$ cat src/rtl/knn_query_sequencer_pkg.sv
// Shared types and constants for the bitNN per-query sequencer.
// Latency: n/a (types, constants and a helper function only).
// Backpressure: n/a.
// Contents: seq_state_t phase encoding, default K / NUM_BDU constants, busy decode helper.
package knn_query_sequencer_pkg;

  localparam int KNN_K       = 8;
  localparam int KNN_NUM_BDU = 16;

  typedef enum logic [2:0] {
    ST_IDLE   = 3'd0,
    ST_NEWQ   = 3'd1,
    ST_SEED   = 3'd2,
    ST_STREAM = 3'd3,
    ST_DRAIN  = 3'd4,
    ST_COMMIT = 3'd5,
    ST_DONE   = 3'd6
  } seq_state_t;

  // A run is in progress in every phase except the two resting ones.
  function automatic logic state_is_busy(input seq_state_t s);
    return (s != ST_IDLE) && (s != ST_DONE);
  endfunction

endpackage

$ cat src/rtl/knn_batch_tracker.sv
// Batch handshake tracker: one memory batch in flight at a time, counts completed batches.
// Latency: batch_req is combinational from state; all_batches_done reflects a bdus_done in the same cycle.
// Backpressure: batch_req is held until batch_gnt; the next request waits for bdus_done of the outstanding batch.
// Ports: clk, reset (sync, active-high); start_query clears the count for a new query;
//   stream_en permits requests; num_batches (latched by the top); batch_gnt / bdus_done from
//   the memory controller / BDU array; batch_req and all_batches_done outputs.
module knn_batch_tracker #(
  parameter int CNT_W = 16
) (
  input  logic             clk,
  input  logic             reset,
  input  logic             start_query,
  input  logic             stream_en,
  input  logic [CNT_W-1:0] num_batches,
  input  logic             batch_gnt,
  input  logic             bdus_done,
  output logic             batch_req,
  output logic             all_batches_done
);

  logic             outstanding_q, outstanding_d;
  logic [CNT_W-1:0] done_cnt_q, done_cnt_d;
  logic             gnt_acc;
  logic             done_acc;

  always_comb begin
    outstanding_d = outstanding_q;
    done_cnt_d    = done_cnt_q;

    // Request only while streaming, with nothing in flight and batches left.
    batch_req = stream_en && !outstanding_q && (done_cnt_q != num_batches);
    // Grants without a pending request and completions with nothing in
    // flight are stray pulses and must not move the count.
    gnt_acc   = batch_req && batch_gnt;
    done_acc  = outstanding_q && bdus_done;

    if (start_query) begin
      outstanding_d = 1'b0;
      done_cnt_d    = '0;
    end else begin
      if (gnt_acc) begin
        outstanding_d = 1'b1;
      end
      if (done_acc) begin
        outstanding_d = 1'b0;
        done_cnt_d    = done_cnt_q + CNT_W'(1);
      end
    end

    // Looks at the next count so the top leaves STREAM in the same cycle
    // the final bdus_done arrives.
    all_batches_done = (done_cnt_d == num_batches);
  end

  always_ff @(posedge clk) begin
    if (reset) begin
      outstanding_q <= 1'b0;
      done_cnt_q    <= '0;
    end else begin
      outstanding_q <= outstanding_d;
      done_cnt_q    <= done_cnt_d;
    end
  end

endmodule

$ cat src/rtl/knn_query_sequencer.sv
// Per-query scheduler for the bitNN datapath: NEWQ -> SEED (K cycles, skipped for the first query)
//   -> STREAM batches -> DRAIN -> COMMIT, repeated num_queries times, then DONE.
// Latency per query: 1 + (prev_valid ? K : 0) + stream time + DRAIN_CYCLES + 1 cycles.
// Backpressure: STREAM waits on batch_gnt / bdus_done; start is ignored while busy.
// Ports: clk, reset (sync, active-high); start/num_queries/num_batches launch a run;
//   batch_req/batch_gnt/bdus_done talk to memory + BDU array; new_query, query_idx, seed_idx,
//   topK_input_sel, topK_inputs_valid_sel, topK_done steer topK; busy/done report run status.
// Optional: KNN_SEQ_PERF_CNT_EN adds saturating perf_stall_cycles / perf_total_cycles outputs.
module knn_query_sequencer
  import knn_query_sequencer_pkg::*;
#(
  parameter int  K            = KNN_K,
  parameter int  CNT_W        = 16,
  parameter int  DRAIN_CYCLES = 4,
  localparam int SEED_W       = (K > 1) ? $clog2(K) : 1
) (
  input  logic              clk,
  input  logic              reset,
  input  logic              start,
  input  logic [CNT_W-1:0]  num_queries,
  input  logic [CNT_W-1:0]  num_batches,
  output logic              batch_req,
  input  logic              batch_gnt,
  input  logic              bdus_done,
  output logic              new_query,
  output logic [CNT_W-1:0]  query_idx,
  output logic [SEED_W-1:0] seed_idx,
  output logic              topK_input_sel,
  output logic              topK_inputs_valid_sel,
  output logic              topK_done,
  output logic              busy,
  output logic              done
`ifdef KNN_SEQ_PERF_CNT_EN
  ,
  output logic [31:0]       perf_stall_cycles,
  output logic [31:0]       perf_total_cycles
`endif
);

  localparam int                DRAIN_W    = (DRAIN_CYCLES > 1) ? $clog2(DRAIN_CYCLES) : 1;
  localparam logic [SEED_W-1:0]  SEED_LAST  = SEED_W'(K - 1);
  localparam logic [DRAIN_W-1:0] DRAIN_LAST = DRAIN_W'(DRAIN_CYCLES - 1);
  localparam logic [CNT_W:0]     ONE_EXT    = 1;

  seq_state_t         state_q, state_d;
  logic [CNT_W-1:0]   nq_q, nq_d;
  logic [CNT_W-1:0]   nb_q, nb_d;
  logic [CNT_W-1:0]   query_idx_q, query_idx_d;
  logic               prev_valid_q, prev_valid_d;
  logic [SEED_W-1:0]  seed_cnt_q, seed_cnt_d;
  logic [DRAIN_W-1:0] drain_cnt_q, drain_cnt_d;

  logic start_query;
  logic stream_en;
  logic all_batches_done;
  logic start_acc;

  knn_batch_tracker #(
    .CNT_W (CNT_W)
  ) u_tracker (
    .clk              (clk),
    .reset            (reset),
    .start_query      (start_query),
    .stream_en        (stream_en),
    .num_batches      (nb_q),
    .batch_gnt        (batch_gnt),
    .bdus_done        (bdus_done),
    .batch_req        (batch_req),
    .all_batches_done (all_batches_done)
  );

  always_comb begin
    state_d               = state_q;
    nq_d                  = nq_q;
    nb_d                  = nb_q;
    query_idx_d           = query_idx_q;
    prev_valid_d          = prev_valid_q;
    seed_cnt_d            = '0;
    drain_cnt_d           = '0;
    start_query           = 1'b0;
    stream_en             = 1'b0;
    start_acc             = 1'b0;
    new_query             = 1'b0;
    topK_input_sel        = 1'b1;
    topK_inputs_valid_sel = 1'b0;
    topK_done             = 1'b0;
    done                  = 1'b0;
    busy                  = state_is_busy(state_q);

    unique case (state_q)
      ST_IDLE, ST_DONE: begin
        done = (state_q == ST_DONE);
        if (start) begin
          start_acc    = 1'b1;
          nq_d         = num_queries;
          nb_d         = num_batches;
          query_idx_d  = '0;
          prev_valid_d = 1'b0;
          state_d      = (num_queries == '0) ? ST_DONE : ST_NEWQ;
        end
      end

      ST_NEWQ: begin
        new_query   = 1'b1;
        start_query = 1'b1;
        // The first query of a run has no cached neighbours to seed with.
        if (prev_valid_q) begin
          state_d = ST_SEED;
        end else begin
          state_d = (nb_q == '0) ? ST_DRAIN : ST_STREAM;
        end
      end

      ST_SEED: begin
        topK_input_sel        = 1'b0;
        topK_inputs_valid_sel = 1'b1;
        if (seed_cnt_q == SEED_LAST) begin
          state_d = (nb_q == '0) ? ST_DRAIN : ST_STREAM;
        end else begin
          seed_cnt_d = seed_cnt_q + SEED_W'(1);
        end
      end

      ST_STREAM: begin
        stream_en = 1'b1;
        if (all_batches_done) begin
          state_d = ST_DRAIN;
        end
      end

      ST_DRAIN: begin
        if (drain_cnt_q == DRAIN_LAST) begin
          state_d = ST_COMMIT;
        end else begin
          drain_cnt_d = drain_cnt_q + DRAIN_W'(1);
        end
      end

      ST_COMMIT: begin
        topK_done    = 1'b1;
        prev_valid_d = 1'b1;
        // Compared one bit wider so query_idx never wraps.
        if (({1'b0, query_idx_q} + ONE_EXT) == {1'b0, nq_q}) begin
          state_d = ST_DONE;
        end else begin
          query_idx_d = query_idx_q + CNT_W'(1);
          state_d     = ST_NEWQ;
        end
      end

      default: begin
        state_d = ST_IDLE;
      end
    endcase
  end

  assign query_idx = query_idx_q;
  assign seed_idx  = seed_cnt_q;

  always_ff @(posedge clk) begin
    if (reset) begin
      state_q      <= ST_IDLE;
      nq_q         <= '0;
      nb_q         <= '0;
      query_idx_q  <= '0;
      prev_valid_q <= 1'b0;
      seed_cnt_q   <= '0;
      drain_cnt_q  <= '0;
    end else begin
      state_q      <= state_d;
      nq_q         <= nq_d;
      nb_q         <= nb_d;
      query_idx_q  <= query_idx_d;
      prev_valid_q <= prev_valid_d;
      seed_cnt_q   <= seed_cnt_d;
      drain_cnt_q  <= drain_cnt_d;
    end
  end

`ifdef KNN_SEQ_PERF_CNT_EN
  logic [31:0] stall_q, stall_d;
  logic [31:0] total_q, total_d;

  always_comb begin
    stall_d = stall_q;
    total_d = total_q;
    if (start_acc) begin
      stall_d = '0;
      total_d = '0;
    end else begin
      if ((state_q == ST_STREAM) && batch_req && !batch_gnt && (stall_q != '1)) begin
        stall_d = stall_q + 32'd1;
      end
      if (busy && (total_q != '1)) begin
        total_d = total_q + 32'd1;
      end
    end
  end

  always_ff @(posedge clk) begin
    if (reset) begin
      stall_q <= '0;
      total_q <= '0;
    end else begin
      stall_q <= stall_d;
      total_q <= total_d;
    end
  end

  assign perf_stall_cycles = stall_q;
  assign perf_total_cycles = total_q;
`endif

endmodule

$ cat config.mk
export PLATFORM = sky130hd
export DESIGN_NAME = knn_query_sequencer
export DESIGN_NICKNAME = d
export VERILOG_FILES = /design/src/rtl/knn_query_sequencer_pkg.sv /design/src/rtl/knn_batch_tracker.sv /design/src/rtl/knn_query_sequencer.sv
export SDC_FILE = /design/constraint.sdc
export NUM_CORES = 1
export LEC_CHECK = 0
export CAP_MARGIN = 20
export CELL_PAD_IN_SITES_DETAIL_PLACEMENT = 1
export CELL_PAD_IN_SITES_GLOBAL_PLACEMENT = 2
export CORE_ASPECT_RATIO = 1.75
export CORE_MARGIN = 2
export CORE_UTILIZATION = 30
export CTS_BUF_LIST = sky130_fd_sc_hd__clkbuf_8
export DETAILED_ROUTE_END_ITERATION = 12
export DONT_BUFFER_PORTS = 1
export MAX_ROUTING_LAYER = met4
export PLACE_DENSITY = 0.75
export SYNTH_ARGS = -nofsm -noshare
export SYNTH_HDL_FRONTEND = slang
export SYNTH_HIERARCHICAL = 1
export SYNTH_SLANG_ARGS = --single-unit
$ cat constraint.sdc
create_clock -name clk -period 6.1 [get_ports clk]
set_clock_uncertainty 0.1 [all_clocks]
set_input_delay 0.915 -clock clk [delete_from_list [all_inputs] [get_ports clk]]
set_output_delay 0.915 -clock clk [all_outputs]
set_load 0.05 [all_outputs]
Word level (Yosys, flattened, before mapping). Index checks and enable logic that the tools add are counted.

Output and inout port bits: 26. Register bits: 74. Word-level logic and storage cells: 74. Input bits: 37.

Equal/unequal tests: 17. Bitwise logic cells: 2. Multiplexer cells: 22. Reductions and logical operators: 19. $add $sub $neg: 5.

Operators by type and width (number): 2-to-1 mux 16 bit (4); adder 16 x 1 -> 16 bit (second input constant) (2); logical NOT 16 bit (2); case mux 16 bit (2 select lines) (1); 2-to-1 mux 3 bit (8); case mux 3 bit (6 select lines) (1); adder 16 x 1 -> 17 bit (second input constant) (1); == test 17 x 16 -> 1 bit (1); == test 16 bit (1); != test 16 bit (1); == test 3 bit (second input constant) (4); != test 2 bit (second input constant) (5); OR reduction 3 bit (3); 2-to-1 mux 1 bit (7); == test 3 x 2 -> 1 bit (second input constant) (2); logical AND 1 bit (5); AND reduction 2 bit (2); AND reduction 4 bit (1); adder 3 x 1 -> 3 bit (second input constant) (1); == test 3 x 1 -> 1 bit (second input constant) (1); logical NOT 3 bit (1); != test 3 bit (second input constant) (1); AND reduction 3 bit (1); nonzero test 3 bit (1); other kinds (7) (8).

Logic depth before layout (Yosys ltp). Gate-level depths: netlist (run 1).

Depth after elaboration: 6. Depth in mapped cells: 15. Depth with buffers taken out: 15.

Cells and area by module. The synthesis (run 1) kept the hierarchy.

By module, submodules not included: knn_query_sequencer (sequential area each 1141.1 µm², instances 1, cells an instance 382, area an instance 3061.7 µm²); knn_batch_tracker (sequential area each 340.3 µm², instances 1, cells an instance 166, area an instance 1393.8 µm²).

Worst setup path after synthesis (run 1). Ideal clock, no wire load.

Kind: register to register. From: reg state_q[0]. To: reg state_q[1]. Arrival: 4.073 ns. Setup slack: 1.789 ns. Cell stages (with the launch flop): 16. Library setup time: 0.138 ns. Buffers on the path: 3. Data required time: 5.862 ns. Clock period less this slack: 4.311 ns. Cells stage by stage: dfxtp_1 clkbuf_1 nor3b_1 clkbuf_1 clkbuf_1 a21oi_1 o32ai_1 nand4_1 nor4_2 nor3b_1 o21ai_1 o31ai_1 o21ai_0 o211ai_1 nor2_1 a221oi_2.

Word-level cells in the longest chain between the ends: 6. Elaborated cells on any way between the ends: 17. Those cells by class: 11 x eq/ne; 3 x mux; 3 x reduce/logical.

Ends and longest elaborated chain: start, declared (RTL line knn_query_sequencer.sv:45) `seq_state_t state_q, state_d;`; start signal, assigned (RTL line knn_query_sequencer.sv:170) `state_q <= state_d;`; == test 3 x 1 -> 1 bit; 2-to-1 mux 1 bit; net new_query (RTL line knn_query_sequencer.sv:25) `output logic new_query,`; 2-to-1 mux 16 bit (RTL line knn_batch_tracker.sv:37) `if (start_query) begin`; == test 16 bit (RTL line knn_batch_tracker.sv:52) `all_batches_done = (done_cnt_d == num_batches);`; net all_batches_done (RTL line knn_query_sequencer.sv:55) `logic all_batches_done;`; != test 2 bit (no source line); AND reduction 4 bit (no source line).

The timed path passes the listed nets, and every way through them passes these cells. A chain may end at the register's enable or synchronous reset.

Final worst setup path (run 1). Same ends and word-level chain as after synthesis.

==> metrics list, run 1 <==
- Data on the critical path is required at its endpoint by ~6.2 ns.
- The number of antenna diodes in the final layout is 0.
* Nature of the critical path endpoint: flip-flop
- The pre-antenna-repair detailed-routing pass consisted of 5 iterations.
* Final Hold Vio Count: 0
- Sum of buffers and inverters on the critical path: 1
- Async S/R FF share, synth: 0%
- In the final routed layout, each cell accounts on average for a little over 20 um.
- Including well taps, the total number of placed cells is between 700 and 800.
* Port Buffer Count: 0
- Dividing the synthesized area by the synthesized cell count gives 8.13 sq um.
- Final cell count without fillers: roughly 700
* Reg2reg start: state_q[0]
- The netlist uses 73 different library cells.
* DRC: 0
* Number of nets produced by synthesis: 590
- Net switching power: approximately 0.63 mW
* Number of flops mapped to enable cells by yosys: 0
- Number of hold buffers added after CTS: 0
* Register-to-register setup slack: around 2.1 ns
- Setup repair after global routing missed its margin: no
- Minimum setup slack after placement: 2.07 ns
- Master cell of the clock root buffer: clkbuf_8
- For this design the ratio of total power to cell area is roughly 330 nW/um^2.
* Share of the clock period used by the worst path: about 66%
* Gr usage total: about a fifth
* Setup TNS: 0 ns
* Share of cells above drive strength 1: 9.01%
* Initial antenna violation count: 0
- Time the worst path needs with I/O delays and setup: 4.01 ns
- The clock passes through at most 2 buffers.
- In this run, the clock network consumes ~25% of the power.
- The most critical setup path has its startpoint at state_q[0].
- Cell depth of the worst setup path: 14
- Capturing point of the worst reg2reg path: state_q[1]
- Most frequently used flop master after synthesis: dfxtp_1
- Clock tree from TritonCTS: yes
- Critical path capture point: state_q[1]
* Register-to-Register Path Depth: 14
- Routability-driven placement finished with a final weighted congestion of ~0.86.
- Counting instances, the worst hold path has a depth of 1.
- In this run the core area contains a little under 60 standard-cell rows.
* Least setup slack across all paths after layout: 2.09 ns
- Total cell area at the placement stage: ~4600 sq um
- The Yosys step of the flow raised 6 warnings.
- Placeable core area: around 15,000 sq um
- The die is just under 100 um wide.
- Post-route worst hold slack: between 0.3 and 0.4 ns
* Largest net degree at the start of global routing: 52
* Critical-path cell list: nor3b_2 > buf_4 > a21oi_1 > xor2_1 > a31oi_1 > nand4_1 > nor4_2 > nor3b_1 > o21ai_1 > o31ai_1 > o21ai_0 > o211ai_1 > nor2_1 > a221oi_2
- The flow ran to the end, and the final reports show no timing, DRC or antenna violations.
- Portion of total power attributed to combinational logic: around a third
* Largest stage delay on the critical path: approximately 0.9 ns
- In this run the tightest slew margin relative to its limit is 30.9%.
- CTS resizes: 0
- Across the run, the number of max-cap violations was 0.
- The die is ~170 um tall.
- CP Data Arrival Time: 4.14 ns
- Relative to the synthesized area, the layout overhead comes to 6.91%.
- In this run, synthesis produced a sequential element count of 74.
- Number of buffers added by the clock tree synthesis step: 9
* Setup CP Type: reg2reg
* Avg Vias per Cell: roughly 5.7
- Net Sw Frac: about two fifths
* Number of nets still failing antenna checks after routing: 0
- Total wirelength of the detailed-routed design: roughly 15,000 um
- Number of nets in the layout: ~570
- Once the clock tree was built, the setup fixing pass inserted 0 buffers.
* Via count: 4,082
- For this design the static power due to leakage is 1.53 nW.
- Slew at the pin closest to its max-slew limit: around 1.0 ns
- Critical path startpoint category: flip-flop
- Vias in the first global route: around 4,400
* Sinks on Clock Net: 74
* Dominant delay contributor by cell family on the critical path: simple AND/OR/NAND/NOR gates
- For this configuration, the core starts out at a cell density of between 30% and 40%.
- FMAX: between 200 and 250 MHz
* Count of final setup violators: 0
* Ports placed on the boundary: 63
- The tightest min-delay check is of the reg2reg type.
* Clock input transition at the sequential cells of the worst setup and hold paths: ~0.080 ns
- Post-synthesis instance total: 548
- Slowest cell on the critical path: nor3b_2
* Estimated wirelength of the detail-placed design: between 10,000 and 15,000 um
- VDD sags by at most 0.120 mV.
* Overall die area: 15,900 sq um
- Cell-internal power: just over 0.9 mW
- Cell area after technology mapping: 4460 sq um
- Insertion delay to the later sink of the worst-skew pair: around 0.35 ns
- Final global-route overflow total: 0
- Once layout is done, the placed cells without fillers occupy 4760 sq um.
* Wire length of the first global-routing pass: approximately 23,000 um
- Violation count after the first detailed-route iteration: about 140
- The number of max-slew violations in the final report was 0.
* Count of H-tree levels built during CTS: 3
- Sequential cells account for between 40% and 50% of the total power.
- In this run the worst path has a maximum fanout of 20.
- After synthesis, flip-flops and latches occupy roughly a third of the total area.
## cell type report
class	count	area [sq um]
timing repair buffer	4	30.0
clock buffer	10	138
tap	183	229
multi-input combinational	431	2800
sequential	74	1480
fill	1754	9930
inverter	9	33.8
clock inverter	5	55.1
## routing by layer
metal / global-route usage, % / vias up / part of all wire, % / wire (um)
met3: 3.90 / 36 / 3.9 / 572
met1: 17.9 / 2023 / 34 / 5010
met2: 38.2 / 101 / 57 / 8460
li1: - / 1922 / - / -
met4: 9.03 / 0 / 4.7 / 685
met5: - / - / 0 / 0
## through the flow
step                total power [mW]  utilization, %
finish                          1.56            32.4
global placement                1.18            31.1
detailed placement              1.19            31.1
global route                    1.66            32.4
floorplan                       1.05               -
CTS                             1.59            32.4
## flip-flops by register name, indices dropped and copies added (netlist names), 2 cells and up
| signal | cells |
|---|---|
| query_idx | 16 |
| drain_cnt_q | 2 |
| nq_q | 16 |
| nb_q | 16 |
| state_q | 3 |
| u_tracker/done_cnt_q | 16 |
| seed_idx | 3 |
## worst reg2reg max path, cell delays in order, from the launching register on
cell,delay [ns]
dfxtp_1,0.55
nor3b_2,0.91
buf_4,0.39
a21oi_1,0.10
xor2_1,0.16
a31oi_1,0.16
nand4_1,0.13
nor4_2,0.35
nor3b_1,0.10
o21ai_1,0.14
o31ai_1,0.12
o21ai_0,0.33
o211ai_1,0.15
nor2_1,0.15
a221oi_2,0.07
## logic make-up after synthesis
kind of cell | after synthesis | synth area share [%]
and+or+nand+nor | 254 | 31.7
AOI/OAI and AO/OA | 107 | 15.7
DFF | 74 | 33.2
xor gates and xnor gates | 60 | 12.4
buffers and inverters | 43 | 4.21
muxes | 5 | 1.32
adders and majority gates | 5 | 1.40
## worst min path at each step
| stage | from | end | slack, ns |
|---|---|---|---|
| after floorplan | drain_cnt_q[0] | drain_cnt_q[0] | 0.31 |
| after global placement | drain_cnt_q[0] | drain_cnt_q[0] | 0.31 |
| after detailed placement | drain_cnt_q[0] | drain_cnt_q[0] | 0.32 |
| after CTS | drain_cnt_q[0] | drain_cnt_q[0] | 0.33 |
| after global routing | drain_cnt_q[0] | drain_cnt_q[0] | 0.35 |
| final | drain_cnt_q[0] | drain_cnt_q[0] | 0.33 |
## cell usage after synthesis (all sizes together), types with 10 or more instances
| cell type | count | area [sq um] |
|---|---|---|
| nor2 | 34 | 130 |
| clkbuf | 24 | 90.1 |
| nand2 | 88 | 340 |
| or4 | 10 | 82.6 |
| buf | 10 | 63.8 |
| nor4 | 25 | 181 |
| nor3 | 10 | 55.1 |
| a21oi | 52 | 268 |
| dfxtp | 74 | 1480 |
| nand4 | 18 | 140 |
| xor2 | 11 | 96.3 |
| nand3 | 16 | 85.1 |
| xnor2 | 47 | 412 |
## cells in the final DEF (no fill, tap or decap), types with 5 or more instances in the layout
master / instances
nand3b_1: 5
a21o_1: 5
a21oi_1: 50
o21ai_0: 5
dfxtp_1: 74
ha_1: 5
nand2b_1: 8
or4_1: 8
nor4_1: 21
nand4_1: 15
o31ai_1: 8
nor2_1: 33
and2_1: 5
clkbuf_8: 10
nand2_1: 86
inv_1: 8
xnor2_1: 47
nor3b_1: 5
a211oi_1: 5
nand3_1: 15
nor3_1: 9
xor2_1: 11
## power by group through the flow
stage	Clock (mW)	Combinational [mW]	Sequential, mW
after floorplan	0	0.443	0.605
after global placement	0	0.528	0.649
after detailed placement	0	0.541	0.654
after CTS	0.400	0.543	0.643
after global routing	0.417	0.594	0.652
final	0.384	0.534	0.641
(Power assumes the default switching activity.)
==> run 2, diff against run 1 <==
==> constraint.sdc (replaced) <==
create_clock -name clk -period 4.15 [get_ports clk]
set_clock_uncertainty 0.1 [all_clocks]
set_input_delay 0.6225 -clock clk [delete_from_list [all_inputs] [get_ports clk]]
set_output_delay 0.6225 -clock clk [all_outputs]
set_load 0.05 [all_outputs]
==> metrics list, run 2 (same netlist as run 1, synthesis figures left out) <==
* FMAX: 266 MHz (was 249 MHz)
- Relative slew margins: 37.7% (was 30.9%)
- Post-route worst hold slack: 0.247 ns (was 0.333 ns)
- Placeable core area: 14,700 sq um (unchanged)
- Port Buffer Count: 0 (unchanged)
* Setup CP Type: reg2reg (unchanged)
- Uppermost layer routed: met4 (unchanged)
- Slew at the pin closest to its max-slew limit: 0.930 ns (was 1.03 ns)
- Setup repair after global routing missed its margin: no (unchanged).
- The worst supply voltage drop on vdd is 0.178 mV (was 0.120 mV).
- The via count normalized by instance count is 5.64 (was 5.70).
* Wire length of the first global-routing pass: 23,800 um (was 23,200 um)
- Syn-to-layout area delta: 9.60% (was 6.91%)
- Amount of wire on met2 after detailed routing: 8790 um (was 8460 um)
* Routability Congestion: 0.891 (was 0.863)
* Wire length on met1: 4840 um (was 5010 um)
- The final-report hold violation count is 0 (unchanged).
- Clock input transition at the sequential cells of the worst setup and hold paths: 0.08 ns (about the same)
* Estimated wirelength of the detail-placed design: 11,600 um (was 11,400 um)
* Number of nets in the layout: 581 (was 571)
* Violation count after the first detailed-route iteration: 118 (was 135)
* CP Data Arrival Time: 3.89 ns (was 4.14 ns)
- Share of the clock period used by the worst path: 90.7% (was 65.8%)
- The hold-fix buffer count after cts came to 0 (unchanged).
- Sinks on Clock Net: 74 (unchanged)
- The reg-to-reg critical path startpoint is u_tracker/done_cnt_q[2] (was state_q[0]).
- The DRC violation count after routing came to 0 (unchanged).
- The global-route congestion overflow total is 0 (unchanged).
- Share of cells above drive strength 1: 10.9% (was 9.01%)
- The routed wirelength normalized by instance count came to 20.6 um (about the same).
- Max Cap Viol: 0 (unchanged)
- The endpoint type of the worst setup path was a flip-flop (unchanged).
- The met3 wire length is 569 um (was 572 um).
- Largest net degree at the start of global routing: 52 (unchanged)
- Run status: finished, final reports clean (unchanged).
* Most common cell after layout, fill and taps aside: nand2_1 (unchanged)
* Initial Utilization: 30.3% (unchanged)
* Setup TNS: 0 ns (unchanged)
- Register-to-register setup slack: 0.39 ns (was 2.09 ns)
- Critical path startpoint category: flip-flop (unchanged)
- Register-to-Register Path Depth: 14 (unchanged)
- The number of global-route vias before repair is 4,509 (was 4,382).
- Total number of placement rows: 59 (unchanged)
* Gr usage total: 20.5% (was 19.8%)
* Capturing point of the worst reg2reg path: state_q[1] (unchanged)
- The CTS tree is yes (unchanged).
* Total iterations of the first detailed-routing run: 4 (was 5)
- The clock latency on the worst-skew pair was 0.35 ns (about the same).
- Ports placed on the boundary: 63 (unchanged)
- The final number of setup-violating endpoints was 0 (unchanged).
- Count of inserted antenna diode cells: 0 (unchanged)
- The peak per-stage delay on the critical path was 0.60 ns (was 0.90 ns).
* Pwr per Cell Area: 493 nW/um^2 (was 328 nW/um^2)
- The die boundary width was 96.1 um (unchanged).
- Floorplan die height: 165 um (unchanged)
- Class of the tightest hold or removal check: in2reg (was reg2reg)
- The leakage power was 1.60 nW (was 1.53 nW).
- The number of antenna violations at the first check in global routing is 0 (unchanged).
* Most frequent cells in the layout: 86 x nand2_1, 74 x dfxtp_1, 50 x a21oi_1 (unchanged)
- Critical path capture point: state_q[1] (unchanged)
- The wire length after detailed routing was 15,000 um (was 14,700 um).
- Slowest cell on the critical path: or4_4 (was nor3b_2)
- The die area was 15,900 sq um (unchanged).
- Critical Path Fanout Max: 6 (was 20)
* Data required time of the critical path: 4.28 ns (was 6.23 ns)
* Count of H-tree levels built during CTS: 3 (unchanged)
* Max Transition Viols Final: 0 (unchanged)
- CP Launch Point: u_tracker/done_cnt_q[2] (was state_q[0])
- The number of routed nets with antenna violations is 0 (unchanged).
- Time the worst path needs with I/O delays and setup: 3.76 ns (was 4.01 ns)
- Largest buffer count on any clock path: 2 (unchanged)
- Via count: 4,096 (was 4,082)
* Critical-path cell list: nand3_1 > or4_4 > or3_4 > a21oi_2 > xnor2_1 > nand4_1 > nor4_2 > nor3b_1 > o21ai_1 > o31ai_1 > o21ai_0 > o211ai_1 > nor2_1 > a221oi_2 (was nor3b_2 > buf_4 > a21oi_1 > xor2_1 > a31oi_1 > nand4_1 > nor4_2 > nor3b_1 > o21ai_1 > o31ai_1 > o21ai_0 > o211ai_1 > nor2_1 > a221oi_2)
* Master cell of the clock root buffer: clkbuf_8 (unchanged)
- The number of buffers added by the clock tree synthesis step is 9 (unchanged).
==> run 2: cell types whose count changed in the layout (fill, tap and decap cells not counted) <==
cell / change
buf_4: +10
clkinv_2: -2
bufinv_16: +1
clkbuf_8: +1
nor3_1: -1
nor3_2: +1
nor3b_2: -1
nor3b_4: +1
==> run 2: routing by layer <==
metal / up-vias / GRT usage (%)
li1: 1951 / -
met1: 2006 / 18.5
met2: 94 / 39.0
met3: 45 / 3.90
met4: 0 / 10.8
met5: - / -
==> run 2: per-stage QoR <==
stage | worst slack, ns | cells | cell area [sq um] | util [%] | power (mW)
6_report | 0.387 | 726 | 4880 | 33.2 | 2.41
3_3_place_gp | 0.571 | 711 | 4650 | 31.7 | 1.76
2_1_floorplan | 0.413 | 548 | 4460 | - | 1.54
5_1_grt | 0.0140 | 726 | 4880 | 33.2 | 2.57
3_5_place_dp | 0.437 | 711 | 4650 | 31.7 | 1.79
4_1_cts | 0.423 | 726 | 4880 | 33.2 | 2.45
==> run 2: what timing repair did <==
| action | 4_1_cts | 5_1_grt |
|---|---|---|
| buffers inserted | 0 | 0 |
| gates resized for setup | 0 | 1 |
| setup endpoints to repair | 0 | 1 |
==> run 2: critical path, delay by kind of cell (launching register included) <==
kind,cells,cell delay (ns)
XOR/XNOR,1,0.13
AO/OA/AOI/OAI,6,0.96
flip-flops,1,0.42
AND/OR/NAND/NOR,7,2.03
==> run 2: power breakdown <==
part	internal (mW)	switching, mW
registers	0.792	0.147
clock network	0.368	0.283
logic	0.295	0.523
==> run 2: worst min path at each step <==
stage / start / to / cells after the start
after global routing: reset / nq_q[0] / 1
after CTS: reset / state_q[2] / 1
after global placement: drain_cnt_q[0] / drain_cnt_q[0] / 1
after detailed placement: drain_cnt_q[0] / drain_cnt_q[0] / 1
final: reset / nb_q[3] / 1
after floorplan: drain_cnt_q[0] / drain_cnt_q[0] / 1
==> run 2: final cells by class <==
type	instances	area (sq um)
Clock buffer	11	151
Inverter	9	33.8
Multi-Input combinational cell	431	2810
Sequential cell	74	1480
Fill cell	1769	9810
Clock inverter	4	75.1
Tap cell	183	229
Timing Repair Buffer	14	105
